`src/rtl/audio_mixer_mac.sv`:
```
// audio_mixer_mac: multi-channel stereo mixer. Each frame it snapshots the
// inputs and accumulates sample*volume for one channel per clock into the
// left and right accumulators. It then applies a master gain and saturates
// the results. The master gain ramps by one step per frame: down while mute
// is high, up otherwise.
// Optional build macro: MIXER_DC_BLOCK_EN adds a first-order DC-blocking
// filter after saturation, with no change in latency.
// Handshake: strobe is a one-cycle request that is accepted only in IDLE.
// valid is a one-cycle pulse and the audio outputs are held until the next
// valid. busy covers the whole frame, from acceptance to the valid cycle.
module audio_mixer_mac #(
    parameter int NCH   = 8,
    parameter int IN_W  = 16,
    parameter int VOL_W = 8,
    parameter int OUT_W = 16
) (
    input  logic                    clk,
    input  logic                    rst_n,
    input  logic                    strobe,
    input  logic [NCH*IN_W-1:0]     samples,
    input  logic [NCH*VOL_W-1:0]    vol_l,
    input  logic [NCH*VOL_W-1:0]    vol_r,
    input  logic                    mute,
    output logic signed [OUT_W-1:0] audio_l,
    output logic signed [OUT_W-1:0] audio_r,
    output logic                    valid,
    output logic                    busy,
    output logic                    overrun
);

    localparam int ACC_W = IN_W + VOL_W + $clog2(NCH) + 1;
    localparam int SC_W  = ACC_W + VOL_W + 2;
    localparam int CH_W  = $clog2(NCH);
    localparam logic [CH_W-1:0]  CH_LAST  = CH_W'(NCH - 1);
    localparam logic [VOL_W:0]   GAIN_MAX = {1'b1, {VOL_W{1'b0}}};
    localparam logic signed [SC_W-1:0] SAT_MAX = SC_W'((longint'(1) << (OUT_W - 1)) - 1);
    localparam logic signed [SC_W-1:0] SAT_MIN = -SAT_MAX - SC_W'(1);

    typedef enum logic [1:0] {IDLE, ACCUM, SCALE, OUT} state_t;

    state_t                    state, state_nx;
    logic [CH_W-1:0]           ch;
    logic [NCH*IN_W-1:0]       snap_samples;
    logic [NCH*VOL_W-1:0]      snap_vol_l, snap_vol_r;
    logic signed [ACC_W-1:0]   acc_l, acc_r;
    logic [VOL_W:0]            gain;
    logic signed [SC_W-1:0]    scaled_l, scaled_r;

    logic signed [IN_W-1:0]    cur_s;
    logic signed [ACC_W-1:0]   prod_l, prod_r;
    logic signed [SC_W-1:0]    g_ext, sc_l, sc_r;
    logic signed [OUT_W-1:0]   sat_l, sat_r, fin_l, fin_r;

    // Clamp a wide signed value into the OUT_W output range.
    function automatic logic signed [OUT_W-1:0] sat(input logic signed [SC_W-1:0] x);
        if (x > SAT_MAX)      sat = SAT_MAX[OUT_W-1:0];
        else if (x < SAT_MIN) sat = SAT_MIN[OUT_W-1:0];
        else                  sat = x[OUT_W-1:0];
    endfunction

    // Frame sequencing: a fixed walk through the states once a frame is accepted.
    always_comb begin
        state_nx = state;
        case (state)
            IDLE:    if (strobe) state_nx = ACCUM;
            ACCUM:   if (ch == CH_LAST) state_nx = SCALE;
            SCALE:   state_nx = OUT;
            OUT:     state_nx = IDLE;
            default: state_nx = IDLE;
        endcase
    end

    // Datapath: per-channel products, gain scaling, and saturation.
    always_comb begin
        cur_s  = $signed(snap_samples[ch*IN_W +: IN_W]);
        prod_l = ACC_W'(cur_s) * ACC_W'($signed({1'b0, snap_vol_l[ch*VOL_W +: VOL_W]}));
        prod_r = ACC_W'(cur_s) * ACC_W'($signed({1'b0, snap_vol_r[ch*VOL_W +: VOL_W]}));
        g_ext  = SC_W'($signed({1'b0, gain}));
        sc_l   = (SC_W'(acc_l >>> (VOL_W - 1)) * g_ext) >>> VOL_W;
        sc_r   = (SC_W'(acc_r >>> (VOL_W - 1)) * g_ext) >>> VOL_W;
        sat_l  = sat(scaled_l);
        sat_r  = sat(scaled_r);
    end

`ifdef MIXER_DC_BLOCK_EN
    logic signed [OUT_W-1:0] x_prev_l, x_prev_r, y_prev_l, y_prev_r;

    // DC blocker: y = x - x_prev + y_prev - y_prev/256, re-saturated.
    always_comb begin
        fin_l = sat(SC_W'(sat_l) - SC_W'(x_prev_l) + SC_W'(y_prev_l) - SC_W'(y_prev_l >>> 8));
        fin_r = sat(SC_W'(sat_r) - SC_W'(x_prev_r) + SC_W'(y_prev_r) - SC_W'(y_prev_r >>> 8));
    end

    // Filter history advances once per frame, when the outputs update.
    always_ff @(posedge clk or negedge rst_n) begin
        if (!rst_n) begin
            x_prev_l <= '0;
            x_prev_r <= '0;
            y_prev_l <= '0;
            y_prev_r <= '0;
        end else if (state == OUT) begin
            x_prev_l <= sat_l;
            x_prev_r <= sat_r;
            y_prev_l <= fin_l;
            y_prev_r <= fin_r;
        end
    end
`else
    // No filter: the saturated result goes straight to the outputs.
    always_comb begin
        fin_l = sat_l;
        fin_r = sat_r;
    end
`endif

    assign busy = (state != IDLE) || valid;

    // State, snapshot, accumulators, gain ramp and output registers.
    always_ff @(posedge clk or negedge rst_n) begin
        if (!rst_n) begin
            state        <= IDLE;
            ch           <= '0;
            snap_samples <= '0;
            snap_vol_l   <= '0;
            snap_vol_r   <= '0;
            acc_l        <= '0;
            acc_r        <= '0;
            gain         <= '0;
            scaled_l     <= '0;
            scaled_r     <= '0;
            audio_l      <= '0;
            audio_r      <= '0;
            valid        <= 1'b0;
            overrun      <= 1'b0;
        end else begin
            state   <= state_nx;
            valid   <= (state == OUT);
            overrun <= strobe && (state != IDLE);
            case (state)
                IDLE: if (strobe) begin
                    snap_samples <= samples;
                    snap_vol_l   <= vol_l;
                    snap_vol_r   <= vol_r;
                    acc_l        <= '0;
                    acc_r        <= '0;
                    ch           <= '0;
                end
                ACCUM: begin
                    acc_l <= acc_l + prod_l;
                    acc_r <= acc_r + prod_r;
                    if (ch != CH_LAST) ch <= ch + CH_W'(1);
                end
                SCALE: begin
                    scaled_l <= sc_l;
                    scaled_r <= sc_r;
                end
                OUT: begin
                    audio_l <= fin_l;
                    audio_r <= fin_r;
                    if (mute) begin
                        if (gain != '0) gain <= gain - (VOL_W+1)'(1);
                    end else begin
                        if (gain != GAIN_MAX) gain <= gain + (VOL_W+1)'(1);
                    end
                end
                default: ;
            endcase
        end
    end

endmodule

```
`config.mk`:
```
export PLATFORM = sky130hd
export DESIGN_NAME = audio_mixer_mac
export DESIGN_NICKNAME = d
export VERILOG_FILES = /design/src/rtl/audio_mixer_mac.sv
export SDC_FILE = /design/constraint.sdc
export NUM_CORES = 2
export LEC_CHECK = 0
export BUFFER_PORTS_ARGS = -buffer_cell sky130_fd_sc_hd__buf_2
export CAP_MARGIN = 0
export CORE_ASPECT_RATIO = 0.5
export CORE_UTILIZATION = 30
export CTS_BUF_LIST = sky130_fd_sc_hd__clkbuf_4
export CTS_CLUSTER_SIZE = 40
export DETAILED_ROUTE_END_ITERATION = 10
export SLEW_MARGIN = 20
export SYNTH_ARGS = -nofsm -noshare
export SYNTH_HDL_FRONTEND = slang
export SYNTH_SLANG_ARGS = --single-unit
export TNS_END_PERCENT = 30
```
`constraint.sdc`:
```
create_clock -name clk -period 6.7 [get_ports clk]
set_clock_uncertainty 0.15 [all_clocks]
set_input_delay 1.34 -clock clk [delete_from_list [all_inputs] [get_ports clk]]
set_output_delay 1.34 -clock clk [all_outputs]
set_load 0.005 [all_outputs]
```
==> metrics.md <==
| Metric | Value |
|---|---|
| Status | `finished with violations` |
| Clk buf depth | `3` |
| # IOs | `295` |
| PnR worst setup slack | `-0.1653 ns` |
| First-pass GRT wire length | `175900 µm` |
| Hold_buf cts | `0` |
| Final period utilization | `1.025` |
| CTS clock-pin slew for the worst setup and hold paths | `0.09 ns` |
| Root Buffer | `clkbuf_4` |
| First drt pass iteration count | `9` |
| Vias in the first global route | `32212` |
| Die Y | `264.9 µm` |
| Min Hold Slack | `0.1929 ns` |
| Synth area leader | `fa_1` |
| Mean post-synth cell area | `10.34 µm²` |
| Top post-synthesis cells by area | `fa_1 (27%), dfrtp_1 (24%), mux2_2 (8.4%)` |
| Sequential fraction of the synthesis area | `0.2449` |
| Drt drc | `2` |
| Die Area | `0.1399 mm²` |
| Final setup viols | `11` |
| EDFF count, synth | `0` |
| Cell count after synthesis | `4012` |
| Slew HR | `0.3203` |
| Area of the multi-input gates | `0.02822 mm²` |
| Placed insts | `6172` |
| Worst hold path type | `primary input to async pin` |
| GRT overflow | `0` |
| CTS Buf Count | `110` |
| Fin crit period | `6.865 ns` |
| Filler cells | `13806` |
| Hpwl dp | `88110 µm` |
| Initial antenna violation count | `20` |
| CP max-delay cell | `fa_1` |
| Final non-filler cell total | `6445` |
| CP endpoint kind | `flip-flop` |
| Ys async rst share | `1.000` |
| Top_reg_cell synth | `dfrtp_1` |
| Core area | `0.1372 mm²` |
| Max incr delay on CP | `0.54 ns` |
| Setup_tns | `-0.8437 ns` |
| Synth cell types | `79` |
| Final net count | `5577` |
| TritonCTS clock tree | `yes` |
| CP required | `7.46 ns` |
| Area delta synth->final | `18.11%` |
| Die X-Extent | `527.9 µm` |
| RSZ-0062 raised after global routing | `true` |
| Wirelength per Cell | `17.11 µm` |
| Starting Density | `0.3024` |
| Skew-Pair Late Insertion Delay | `1.07 ns` |
| Post-Layout Inst Area | `0.04900 mm²` |
| Largest net degree at the start of global routing | `132` |
| Layout cells sized above 1 | `0.2716` |
| Critical path data arrival time | `7.63 ns` |
| Max-slew violation count | `0` |
| Drt via density | `4.614` |
| Worst Tran Pin Value | `1.020 ns` |
| Synth Register Bits | `406` |
| H-tree depth | `3` |
| Sink Count | `406` |
| Worst-path fanout max | `10` |
| Syn Std Cell Area | `0.04148 mm²` |
| Fmax | `0.1457 GHz` |
| GPL Wtd Cong | `0.8980` |
| Final hold viol count | `0` |
| Placed instance area | `0.04626 mm²` |
| Rows | `96` |
| MaxCap Viol Count | `0` |
| All-Layer GR Usage | `0.1597` |
| Final antenna-violating net count | `0` |
| WS Path Type | `flip-flop to flip-flop` |
| WL final | `110300 µm` |
| Via count | `29740` |
| First DRT Iteration DRCs | `1577` |
| Storage element area | `0.01017 mm²` |
| Synthesized Nets | `5106` |
| Synth top area share | `0.2746` |
| Buf/Inv on CP | `12` |
| Port bufs | `294` |
| Ys Warns | `0` |
| Most common cell in the synthesized netlist | `inv_1` |
| Startpoint types | `flip-flop` |
| Crit-path leading delay family | `adder cells` |
| Failing checks | `design-rule violations, negative setup slack` |
| Synth cell count leaders | `inv_1 (792), fa_1 (569), dfrtp_1 (406)` |
[layout make-up]
class / count / share of cell area
Clock buffer: 158 / 0.02421
Tap cell: 1862 / 0.04755
Clock inverter: 36 / 0.006027
Sequential cell: 406 / 0.2076
Timing Repair Buffer: 539 / 0.07702
Multi-Input combinational cell: 2632 / 0.5759
Antenna cell: 18 / 0.0009193
Inverter: 794 / 0.06083
[registers in the layout, summed over array words and instances (netlist names), 3 cells and up]
signal        flops
scaled_r         23
gain              9
scaled_l         23
acc_l            28
snap_samples    128
audio_r          16
snap_vol_r       64
ch                3
audio_l          16
acc_r            28
snap_vol_l       64
[layer usage]
layer	up-vias	global-route usage	part of all wire
met3	217	0.03077	0.054
met2	692	0.2677	0.48
met1	15168	0.2066	0.44
met5	-	0	0.00082
met4	14	0.05247	0.029
li1	13649	-	-
[kinds of logic after synthesis]
logic type                 Yosys count  share of synthesized area
DFF                                406                     0.2449
and+or+nand+nor                    945                     0.1100
xor gates and xnor gates            97                    0.02048
adders and majority gates          834                     0.3545
buffers and inverters              974                    0.08864
muxes                              401                     0.1255
AOI/OAI and AO/OA                  355                    0.05592
[worst register-to-register path, delay by kind of cell (launching register included)]
family                     cells  cell delay [ns]
buffers and inverters         12             1.24
adders and majority gates      6             2.67
xor gates and xnor gates       1             0.18
AOI/OAI and AO/OA              8             1.32
DFF                            1             0.53
muxes                          2             0.56
and+or+nand+nor                1             0.07
[path summary, 6_finish.rpt]
check,from,to,cells past startpoint,slack (ns)
hold reg to reg,acc_l[5],acc_l[5],2,0.34
min in group clk,acc_l[5],acc_l[5],2,0.34
hold / removal,rst_n,acc_l[1],1,0.19
setup reg to reg,ch[0],acc_r[24],30,-0.17
setup / recovery,ch[0],acc_r[24],30,-0.17
max in group asynchronous,rst_n,snap_samples[113],2,4.67
[metrics by stage]
stage | util | setup WS [ns]
floorplan | - | -0.007436
finish | 0.3572 | -0.1653
global route | 0.3571 | -0.3877
global placement | 0.3372 | -0.3180
CTS | 0.3522 | -0.1143
detailed placement | 0.3372 | -0.2873
[layout by cell type (no fill, tap or decap), types with 71 or more instances in the layout]
cell type / n
dfrtp_1: 402
mux2_2: 296
fa_1: 555
nor2_1: 231
buf_2: 293
and2_1: 217
clkbuf_4: 158
o21ai_0: 71
nand2_1: 295
inv_1: 775
ha_1: 254
buf_4: 199
[what timing repair did]
item                       4_1_cts  5_1_grt
setup endpoints to repair       20       33
setup buffers                   27       36
cloned                           2        1
resized for setup               60      106
pin swaps                       24       56
Power is left out: the tool's default activity adds up to more than one toggle a clock period on the data nets, which glitch-free logic cannot reach.
